`src/rtl/alu16_mul_seq.sv`:
```
// alu16_mul_seq: shift-and-add 16x16 -> 16 multiply sequencer that borrows the
// CPU's shared combinational ALU (x+y only) instead of owning an adder.
//
// state  | meaning
// -------+------------------------------------------------------------
// IDLE   | ready for operands; ALU held at ZERO code
// ADD    | acc <= acc + m (current multiplier bit is set)
// DBL    | m <= m + m, q <= q >> 1, bitcnt <= bitcnt + 1
// DONE   | product presented until out_ready; ALU held at ZERO code
module alu16_mul_seq #(
  parameter bit EARLY_EXIT = 1'b1
) (
  input  logic        clk,
  input  logic        rst_n,
  input  logic        in_valid,
  output logic        in_ready,
  input  logic [15:0] a,
  input  logic [15:0] b,
  output logic        out_valid,
  input  logic        out_ready,
  output logic [15:0] product,
  output logic [15:0] alu_x,
  output logic [15:0] alu_y,
  output logic        alu_zx,
  output logic        alu_nx,
  output logic        alu_zy,
  output logic        alu_ny,
  output logic        alu_f,
  output logic        alu_no,
  input  logic [15:0] alu_out
);

  typedef enum logic [1:0] {
    S_IDLE = 2'd0,
    S_ADD  = 2'd1,
    S_DBL  = 2'd2,
    S_DONE = 2'd3
  } state_t;

  state_t      r_state;
  state_t      w_next;
  logic [15:0] r_acc;
  logic [15:0] r_m;
  logic [15:0] r_q;
  logic [4:0]  r_bitcnt;

  logic        w_accept;
  logic [15:0] w_q_shr;
  logic        w_finish;

  assign w_accept = in_valid && (r_state == S_IDLE);
  assign w_q_shr  = r_q >> 1;
  // Fixed-latency builds walk all 16 multiplier bits even past the MSB;
  // extra doublings only touch m, which no longer feeds acc.
  assign w_finish = EARLY_EXIT ? (w_q_shr == 16'd0) : (r_bitcnt == 5'd15);

  // State register
  always_ff @(posedge clk or negedge rst_n) begin
    if (!rst_n) begin
      r_state <= S_IDLE;
    end else begin
      r_state <= w_next;
    end
  end

  // Next-state decode
  always_comb begin
    w_next = r_state;
    case (r_state)
      S_IDLE: begin
        if (w_accept) begin
          if (EARLY_EXIT && (b == 16'd0)) begin
            w_next = S_DONE;
          end else if (b[0]) begin
            w_next = S_ADD;
          end else begin
            w_next = S_DBL;
          end
        end
      end
      S_ADD: w_next = S_DBL;
      S_DBL: begin
        if (w_finish) begin
          w_next = S_DONE;
        end else if (w_q_shr[0]) begin
          w_next = S_ADD;
        end else begin
          w_next = S_DBL;
        end
      end
      S_DONE: begin
        if (out_ready) begin
          w_next = S_IDLE;
        end
      end
      default: w_next = S_IDLE;
    endcase
  end

  // Handshake, product and ALU drive decode
  always_comb begin
    in_ready  = 1'b0;
    out_valid = 1'b0;
    product   = 16'd0;
    // ZERO code by default so the shared ALU sees a quiet, known input
    alu_x     = 16'd0;
    alu_y     = 16'd0;
    alu_zx    = 1'b1;
    alu_nx    = 1'b0;
    alu_zy    = 1'b1;
    alu_ny    = 1'b0;
    alu_f     = 1'b1;
    alu_no    = 1'b0;
    case (r_state)
      S_IDLE: in_ready = 1'b1;
      S_ADD: begin
        alu_x  = r_acc;
        alu_y  = r_m;
        alu_zx = 1'b0;
        alu_zy = 1'b0;
      end
      S_DBL: begin
        alu_x  = r_m;
        alu_y  = r_m;
        alu_zx = 1'b0;
        alu_zy = 1'b0;
      end
      S_DONE: begin
        out_valid = 1'b1;
        product   = r_acc;
      end
      default: ;
    endcase
  end

  // Datapath registers: load on accept, update from the ALU result in ADD/DBL
  always_ff @(posedge clk or negedge rst_n) begin
    if (!rst_n) begin
      r_acc    <= 16'd0;
      r_m      <= 16'd0;
      r_q      <= 16'd0;
      r_bitcnt <= 5'd0;
    end else begin
      case (r_state)
        S_IDLE: begin
          if (w_accept) begin
            r_acc    <= 16'd0;
            r_m      <= a;
            r_q      <= b;
            r_bitcnt <= 5'd0;
          end
        end
        S_ADD: r_acc <= alu_out;
        S_DBL: begin
          r_m      <= alu_out;
          r_q      <= w_q_shr;
          r_bitcnt <= r_bitcnt + 5'd1;
        end
        default: ;
      endcase
    end
  end

endmodule

```
`config.mk`:
```
export PLATFORM = sky130hd
export DESIGN_NAME = alu16_mul_seq
export DESIGN_NICKNAME = d
export VERILOG_FILES = /design/src/rtl/alu16_mul_seq.sv
export SDC_FILE = /design/constraint.sdc
export NUM_CORES = 1
export LEC_CHECK = 0
export CAP_MARGIN = 30
export CORE_MARGIN = 2
export CORE_UTILIZATION = 49
export CTS_BUF_LIST = sky130_fd_sc_hd__clkbuf_2 sky130_fd_sc_hd__clkbuf_4 sky130_fd_sc_hd__clkbuf_8
export DETAILED_ROUTE_END_ITERATION = 10
export HOLD_SLACK_MARGIN = 0.02
export PLACE_DENSITY = 0.91
export SLEW_MARGIN = 40
export SYNTH_ARGS = -nofsm -noshare
export SYNTH_HDL_FRONTEND = slang
export SYNTH_SLANG_ARGS = --single-unit
export TNS_END_PERCENT = 10
```
`constraint.sdc`:
```
create_clock -name clk -period 3.8 [get_ports clk]
set_input_delay 0.38 -clock clk [delete_from_list [all_inputs] [get_ports clk]]
set_output_delay 0.38 -clock clk [all_outputs]
set_load 0.1 [all_outputs]
```
# Word level (Yosys, flattened, before mapping)
# Index checks and enable logic that the tools add are counted.
# Widths: inputs -> output; s select.
[word_totals]
output_inout_bits = 56
in_bits = 52
register_bits = 50
word_cells = 38
[op_classes]
mux = 19
n_reduce_logical = 10
eq_ne = 5
[op_table]
columns = ["cell", "count"]
rows = [
  ["$pmux 16 s2", 4],
  ["$mux 16", 5],
  ["$logic_not 16->1", 2],
  ["$mux 2", 6],
  ["$pmux 2 s4", 1],
  ["$reduce_and 2->1", 3],
  ["$eq 2x2->1 const B", 2],
  ["$ne 2x2->1 const B", 2],
  ["$reduce_bool 2->1", 2],
  ["$mux 1", 3],
  ["$eq 2x1->1 const B", 1],
  ["$logic_not 2->1", 1],
  ["$reduce_or 2->1", 1],
  ["$logic_and 1x1->1", 1],
]

# Longest topological paths before layout
[depth]
depth_word = 4
depth_mapped = 8

# Worst setup path before layout
# Ideal clock, no wire load.
[synth_timing]
kind = "register to output"
start = "register r_state[0]"
end = "output product[0]"
slack_ns = 1.122
required_ns = 3.420
n_path_buf = 1
arrival_ns = 2.298
stages_incl_launch_ff = 4
path_cell_list = "dfrtp_1 > ha_1 > clkbuf_1 > and2_1"
[synth_via]
elab_chain_cells = 2
[synth_rtl]
columns = ["item", "line_no", "rtl"]
rows = [
  ["from (decl)", "40", "state_t r_state;"],
  ["from (signal assigned)", "62", "r_state <= w_next;"],
  ["$eq 2x2->1", "114", "case (r_state)"],
  ["$mux 16", "114", ""],
  ["to (decl)", "21", "output logic [15:0] product,"],
]
# No other way between the ends.

# Worst setup path in the final report
[layout_timing]
start = "register r_state[0]"
end = "output alu_x[11]"
[layout_via]
elab_chain_cells = 2
[layout_rtl]
columns = ["item", "line_no", "rtl"]
rows = [
  ["$eq 2x2->1 or $eq 2x1->1 (tied branches)", "114", ""],
  ["$pmux 16 s2 *", "114", ""],
  ["to (decl)", "22", "output logic [15:0] alu_x,"],
]
# Mark *: on every way between the ends. The rest lies on a longest branch, timed or not.

==> impl_metrics.tcl <==
set metrics [dict create \
    status "complete, no violations" \
    vias 2337 \
    cts_tree "done" \
    wl_per_cell_um 16.4 \
    core-area_mm2 0.00544 \
    io_pins 108 \
    worst_slew_pin_slew_ns 0.770 \
    synth_warnings 0 \
    seqCellArea_mm2 0.00123 \
    gp_congestion 0.813 \
    cts_resized 0 \
    die_h_um 78.5 \
    drt_iter0_markers 86 \
    fillers 463 \
    grt_max_degree 50 \
    seq_area_frac_synth 0.451 \
    detail_route.vias_per_cell 5.43 \
    firstDrtPassIters 4 \
    n_antenna_cell 0 \
    multi_input_area_mm2 0.00132 \
    netlist_area_mm2 0.00272 \
    initial_core_util 0.500 \
    max_stage_delay_ns 0.65 \
    synthFlopType "dfrtp_1" \
    place_hpwl_um 5150 \
    cts_root_buffer "clkbuf_8" \
    final_nets 413 \
    track_usage 0.232 \
    cts_hold_buf 0 \
    rr_worst_depth 7 \
    critPathLaunchType "register" \
    ys_ff_latch 49 \
    htree_levels 2 \
    port_buffers 103 \
    rsz0062_at_grt "false" \
    path_max_fanout 19 \
    antenna_found_initial 0 \
    post_cts_buffers 0 \
    async_flop_share 1.00 \
    path_clk_slew_ns 0.09 \
    syn_inst 267 \
    synth_area_per_cell_um2 10.2 \
    path_class "reg -> out" \
    slew_headroom 0.487 \
    drive_gt1_frac 0.198 \
    cts_sinks 49 \
    grt_pass1_vias 2282 \
    crit_path_end_kind "output pin" \
    cp.arrival_ns 2.64 \
    maxSlewViolCount 0 \
    drc_errors 0 \
    die_x_um 78.5 \
    clk_path_buf_depth 2 \
    max_freq_mhz 331 \
    routed_wl_um 7030 \
    insertion_delay_ns 0.30 \
    cp.required_ns 3.42 \
    grt_overflow 0 \
    cts_buffers 5 \
    synth_edf_count 0 \
    hp-class "in -> async" \
    fin_crit_sh 0.796 \
    dieArea_mm2 0.00616 \
    grt_first_pass_wirelength_um 11200 \
    slowest_stage "and2_1" \
    finalClockSkew_ns 0.00748 \
    ant_nets 0 \
    syn2layout_area_growth_pct 35.4 \
    setup_viol 0 \
    period_minus_slack_ns 3.02 \
    maxCapViolCount 0 \
    setup_tns_ns 0 \
    synthDistinctLibCells 33 \
    fp-row-count 27 \
    hold_viol 0 \
    path_cells "inv_1, ha_1, and2_1, a22o_1, buf_4" \
]
## cells in the final DEF (no fill, tap or decap), types with 2 or more instances in the layout
cell,n
mux2i_1,30
a21oi_1,2
clkbuf_8,7
o21ai_0,27
clkdlybuf4s50_1,50
buf_4,54
ha_1,3
inv_1,6
o21ai_1,5
dfrtp_1,49
a22o_1,32
nor4_1,5
conb_1,4
and2_1,34
nand2_1,30
nor3_1,2
## layer usage
metal  vias to the layer above  wire (µm)  share of wire  track usage
li1                       1114          -              -            -
met1                      1114       2950           0.42        0.305
met2                       100       3540           0.50        0.391
met3                         9        482          0.069       0.0448
met4                         0         60         0.0085       0.0632
met5                         -          0              0            0
## final cells by class
cell class,count,area share
multi-input cells,189,0.358
flip-flops and latches,49,0.333
repair buffers,106,0.250
clock buffers,7,0.0262
well taps,72,0.0245
inverters,6,0.00612
clock inverters,1,0.00136
## flip-flops by register name (all words and copies together) (netlist names)
register  cells
r_state       2
r_acc        16
r_q          15
r_m          16
## Yosys cell counts, types with 3 or more instances
cell type | instances | area [µm²]
dfrtp_1 | 49 | 1230
and2_1 | 34 | 213
a22o_1 | 32 | 280
mux2i_1 | 30 | 300
nand2_1 | 30 | 113
o21ai_0 | 27 | 135
buf_2 | 7 | 35.0
buf_4 | 6 | 45.0
inv_1 | 6 | 22.5
clkbuf_2 | 5 | 25.0
nor4_1 | 5 | 31.3
o21ai_1 | 5 | 25.0
ha_1 | 4 | 50.1
buf_6 | 3 | 33.8
## worst max-delay path, delay by kind of cell (launching register included)
family                   cells  cell delay (ns)
flip-flops                   1             0.41
adder cells (fa/ha/maj)      1             0.62
AO/OA/AOI/OAI                1             0.27
buffers and inverters        2             0.38
AND/OR/NAND/NOR              1             0.65
## through the flow
step / cell area [µm²] / setup WS (ns) / utilization / hold slack (ns) / cells
after floorplan: 2730 / 1.12 / - / 0.0844 / 269
final: 3680 / 0.776 / 0.677 / 0.0969 / 430
after detailed placement: 3580 / 1.11 / 0.658 / 0.433 / 422
after CTS: 3680 / 0.773 / 0.677 / 0.106 / 430
after global routing: 3680 / 0.597 / 0.677 / 0.130 / 430
after global placement: 3570 / 1.20 / 0.657 / 0.478 / 421
## logic make-up (layout without fill, tap and decap cells)
kind of cell    after synthesis  after routing  share of synthesized area
simple gates                 77             77                      0.155
mux                          32             32                      0.123
compound gates               72             72                      0.183
flops                        49             49                      0.451
buf+inv                      31            120                     0.0676
fa+ha+maj                     4              4                     0.0184
other cells                   2              4                    0.00276
## final timing paths
check | startpoint | end | slack [ns]
worst min-delay path | rst_n | r_acc[7] | 0.1
max in group asynchronous | rst_n | r_q[15] | 3.29
min in group clk | r_m[7] | r_m[7] | 0.51
worst min register to register | r_m[7] | r_m[7] | 0.51
worst max-delay path | r_state[0] | alu_x[11] | 0.78
worst max register to register | r_state[0] | r_state[0] | 1.54
Power is not shown: default switching activity piles up to over one toggle a cycle in this logic, so the estimate is an artifact.
==> RTL change 1, RTL diff (same flow settings) <==
Change the parameter `EARLY_EXIT` from 1'b1 to 1'b0.
--- a/src/rtl/alu16_mul_seq.sv
+++ b/src/rtl/alu16_mul_seq.sv
@@ -10,3 +10,3 @@
 module alu16_mul_seq #(
-  parameter bit EARLY_EXIT = 1'b1
+  parameter bit EARLY_EXIT = 1'b0
 ) (
Behaviour: not the same (Yosys sat finds a counterexample within 4 cycles, from zero or initial values and one cycle with rst_n low).
==> RTL change 1 against the original RTL <==
Area after synthesis up 10%. Sequential cell count up 5. Hold slack better by 77 ps. Die area up 9.8%. Wire length up 3.1%. Critical endpoint is now alu_x[8]. Sequential share of layout area up 0.79 points. Utilization down 0.75 points. Worst setup slack better by 17 ps. Clock skew up 4.8 ps. Final area up 7.6%.
Power is left out: the tool's default activity adds up to more than one toggle a clock period on the data nets, which glitch-free logic cannot reach.
==> RTL change 1: results (changes against the original RTL) <==
Max_cap viols -> 0 (unchanged)
Diodes inserted -> 0 (unchanged)
Reg2Reg Capture Point -> r_q[2]$_DFFE_PN0P_ (was r_state[0]$_DFFE_PN0P_)
Register area -> 1351 µm² (was 1226 µm²)
Slowest stage cell, crit path -> and2_1 (unchanged)
Kind of cell with the highest combined delay on the critical path -> simple AND/OR/NAND/NOR gates (unchanged)
DR vias -> 2,455 (was 2,337)
Synth top cells by count -> 54 x dfrtp_1, 35 x nand2_1, 34 x and2_1, 33 x mux2i_1, 29 x o21ai_0 (was 49 x dfrtp_1, 34 x and2_1, 32 x a22o_1, 30 x mux2i_1, 30 x nand2_1)
Yosys Warn Count -> 0 (unchanged)
Worst-margin pin slew -> 703.8 ps (was 769.8 ps)
Area of the multi-input gates -> 1454 µm² (was 1320 µm²)
Clock network contribution to total cell area -> 2.872% (was 2.752%)
Worst stage delay on the critical path -> 650 ps (about the same)
First drt pass iteration count -> 5 (was 4)
First-pass GRT wire length -> 11.47 mm (was 11.25 mm)
Post-synth cell types -> 37 (was 33)
Tot GR Track Use -> 22.11% (was 23.19%)
Multi-input gates -> 207 (was 189)
Non-clock buffer count -> 107 (was 106)
Synth async-reset ratio -> 100.0% (unchanged)
Clk pin slew, worst setup/hold paths -> 100 ps
GP Congestion -> 0.8710 (was 0.8127)
CLK BUF -> 6 (was 7)
Largest regs -> r_acc (16), r_m (16), r_q (15) (unchanged)
Initial antenna violation count -> 0 (unchanged)
Clk root buf -> clkbuf_8 (unchanged)
Filler Cell Count -> 470 (was 463)
Hold WC Path Type -> primary input to asynchronous set/reset pin (unchanged)
Vias in the first global route -> 2,375 (was 2,282)
Largest net degree at the start of global routing -> 55 (was 50)
R2R setup slack -> 1620 ps (was 1540 ps)
Number of non-clock inverters -> 6 (unchanged)
Total CTS buffers -> 5 (unchanged)
Worst Path Arrival -> 2630 ps (was 2640 ps)
H-tree depth -> 2 (unchanged)
Post-CTS Setup Inserts -> 0 (unchanged)
WL final -> 7.253 mm (was 7.032 mm)
Clock Skews -> 12.29 ps (was 7.478 ps)
CTS Sinks -> 54 (was 49)
Worst-skew pair later-pin latency -> 300 ps (about the same)
Area contributors post-synth -> dfrtp_1 45%, mux2i_1 11%, a22o_1 7.9% (was dfrtp_1 45%, mux2i_1 11%, a22o_1 10%)
Max FO, Critical Path -> 19 (unchanged)
Fraction of layout instances using a drive strength above 1 -> 20.16% (was 19.83%)
FF-to-FF Start -> r_state[0]$_DFFE_PN0P_ (unchanged)
Sequential fraction of the synthesis area -> 45.04% (was 45.08%)
Resized cells post-CTS -> 0 (unchanged)
Clock Tree Buf Depth -> 2 (unchanged)
Commonest register cell after synthesis -> dfrtp_1 (unchanged)
Reg2Reg Depth -> 5 (was 7)
HPWL after DPL -> 5.423 mm (was 5.152 mm)
IO buf count -> 103 (unchanged)
Buffering overhead -> 23.42% (was 25.04%)
Hold_buf cts -> 0 (unchanged)
Outcome -> completed (unchanged)
# nets final -> 440 (was 413)
Initial DRC count -> 135 (was 86)
==> RTL change 1: logic make-up (layout without fill, tap and decap cells) <==
logic type,Yosys count,count (layout),synth area share [%]
XOR/XNOR,1,1,0.2920
AO/OA/AOI/OAI,79,79,18.60
AND/OR/NAND/NOR,82,82,14.30
adder cells (fa/ha/maj),7,7,2.919
other,2,4,0.2503
buffers and inverters,33,121,6.839
flip-flops,54,54,45.04
multiplexers,34,34,11.76
==> RTL change 1: worst reg2reg max path, stage by stage, from the launching register on <==
cell and delay, ps:
dfrtp_1 410, inv_1 130, ha_1 500, mux2i_4 550, buf_4 330, o21ai_0 130
==> RTL change 1: through the flow <==
stage / cells / hold slack [ps] / area (µm²) / setup slack (ps)
detailed placement: 449 / 475.2 / 3850 / 1148
CTS: 457 / 221.5 / 3964 / 808.1
floorplan: 294 / 84.41 / 3008 / 1129
global route: 457 / 242.2 / 3964 / 649.4
global placement: 448 / 463.6 / 3845 / 1215
finish: 457 / 174.0 / 3964 / 793.0
==> RTL change 1: metal layers <==
layer	vias to the layer above	routed length (µm)	GRT usage (%)
li1	1193	-	-
met1	1167	2979	27.81
met2	89	3678	39.84
met3	6	534	4.022
met4	0	61	4.167
met5	-	0	0
==> RTL change 1: how the worst max path moves through the flow <==
stage	from	to	slack, ps	cells past startpoint
3_3_place_gp	r_state[0]$_DFFE_PN0P_	in_ready	1210	3
2_1_floorplan	r_state[0]$_DFFE_PN0P_	product[10]	1130	3
3_5_place_dp	r_state[0]$_DFFE_PN0P_	alu_x[8]	1150	5
5_1_grt	r_state[0]$_DFFE_PN0P_	alu_x[14]	650	5
4_1_cts	r_state[0]$_DFFE_PN0P_	alu_x[8]	810	5
6_report	r_state[0]$_DFFE_PN0P_	alu_x[8]	790	5
==> RTL change 2, RTL diff (same flow settings) <==
Made on the original files. Make the reset (`rst_n`) synchronous in 2 clocked blocks.
--- a/src/rtl/alu16_mul_seq.sv
+++ b/src/rtl/alu16_mul_seq.sv
@@ -57,3 +57,3 @@
   // State register
-  always_ff @(posedge clk or negedge rst_n) begin
+  always_ff @(posedge clk) begin
     if (!rst_n) begin
@@ -136,3 +136,3 @@
   // Datapath registers: load on accept, update from the ALU result in ADD/DBL
-  always_ff @(posedge clk or negedge rst_n) begin
+  always_ff @(posedge clk) begin
     if (!rst_n) begin
Function: differs if rst_n is asserted again (counterexample within 4 cycles, from zero or initial values and one cycle with rst_n low); with rst_n held inactive, the same outputs for 10 cycles.
==> RTL change 2 against the original RTL <==
Die area is 1.3% lower. Final area shrank 1.5%. Area after synthesis down 1.4%. Sequential share of layout area shrank 6.3 points. Global-route usage up 0.60 points. Utilization is 2.0 points higher. Sequential cell count is the same. Worst setup slack better by 80 ps. Wire length up 2.8%. Fmax increased by 2.7%. Clock skew is 1.4 ps lower.
==> RTL change 2: results (changes against the original RTL) <==
Met3 Resource Use GR -> 5.000% (was 4.483%)
Reg2Reg Capture Point -> r_q[11]$_SDFFE_PN0P_ (was r_state[0]$_DFFE_PN0P_)
Adder-cell share of the synthesized area -> 1.866% (was 1.840%)
Worst stage delay on the critical path -> 630 ps (was 650 ps)
Filler Cell Count -> 453 (was 463)
First drt pass iteration count -> 5 (was 4)
HPWL after DPL -> 5.203 mm (was 5.152 mm)
Fraction of synthesized area in multiplexers -> 11.19% (was 12.28%)
Avg Inst Size Synth -> 9.250 µm² (was 10.19 µm²)
Commonest register cell after synthesis -> dfxtp_1 (was dfrtp_1)
Clk root buf -> clkbuf_8 (unchanged)
Worst-margin pin slew -> 660.5 ps (was 769.8 ps)
Hold WC Path Type -> flip-flop to flip-flop (was primary input to asynchronous set/reset pin)
Cells after DPL -> 439 (was 422)
Vias in the first global route -> 2,443 (was 2,282)
Largest net degree at the start of global routing -> 36 (was 50)
R2R setup slack -> 1350 ps (was 1540 ps)
Met1 wire length -> 3.064 mm (was 2.947 mm)
Area contributors post-synth -> dfxtp_1 37%, mux2i_1 11%, o211a_1 11% (was dfrtp_1 45%, mux2i_1 11%, a22o_1 10%)
Met3 WL -> 417 µm (was 482 µm)
Outcome -> completed (unchanged)
Synth async-reset ratio -> 0% (was 100.0%)
Routed length per instance -> 16.25 µm (was 16.35 µm)
Sequential fraction of the synthesis area -> 36.57% (was 45.08%)
Initial DRC count -> 113 (was 86)
Xor/xnor share of the synthesized area -> 0% (unchanged)
DR vias -> 2,504 (was 2,337)
Met1 Use GR -> 29.12% (was 30.53%)
Post-synth cell types -> 31 (was 33)
Critical Path Start -> r_state[0]$_SDFFE_PN0P_ (was r_state[0]$_DFFE_PN0P_)
GP Congestion -> 0.8239 (was 0.8127)
GRT met2 Usage -> 40.95% (was 39.06%)
Met2 routed WL -> 3.631 mm (was 3.541 mm)
# nets final -> 432 (was 413)
Fraction of layout instances using a drive strength above 1 -> 18.13% (was 19.83%)
Synth top cells by count -> 49 x dfxtp_1, 35 x and2_1, 33 x nand2_1, 30 x mux2i_1, 30 x o211a_1 (was 49 x dfrtp_1, 34 x and2_1, 32 x a22o_1, 30 x mux2i_1, 30 x nand2_1)
Vias/cell -> 5.627 (was 5.435)
Tot GR Track Use -> 23.79% (was 23.19%)
-- RTL change 2: cell types whose count changed after synthesis, sizes merged, moves of 3 or more --
cell	delta
dfrtp	-49
dfxtp	+49
o211a	+30
o21ai	-30
nor2b	+17
a22o	-16
a22oi	+16
buf	+3
nand2	+3
-- RTL change 2: metrics by stage --
step	worst slack [ps]	cell area (µm²)	hold WS, ps
floorplan	1141	2690	485.1
global placement	1306	3568	499.1
detailed placement	1192	3553	506.3
CTS	855.3	3627	526.4
global route	676.6	3627	545.5
finish	856.3	3627	526.0
-- RTL change 2: area by class of cell --
cell class              instances  area [µm²]  share of cell area [%]
repair buffers                107       920.9                   25.39
clock buffers                   5       68.82                   1.897
inverters                       5       18.77                  0.5174
clock inverters                 1       5.005                  0.1380
multi-input cells             208        1545                   42.60
well taps                      70       87.58                   2.415
flip-flops and latches         49       980.9                   27.04
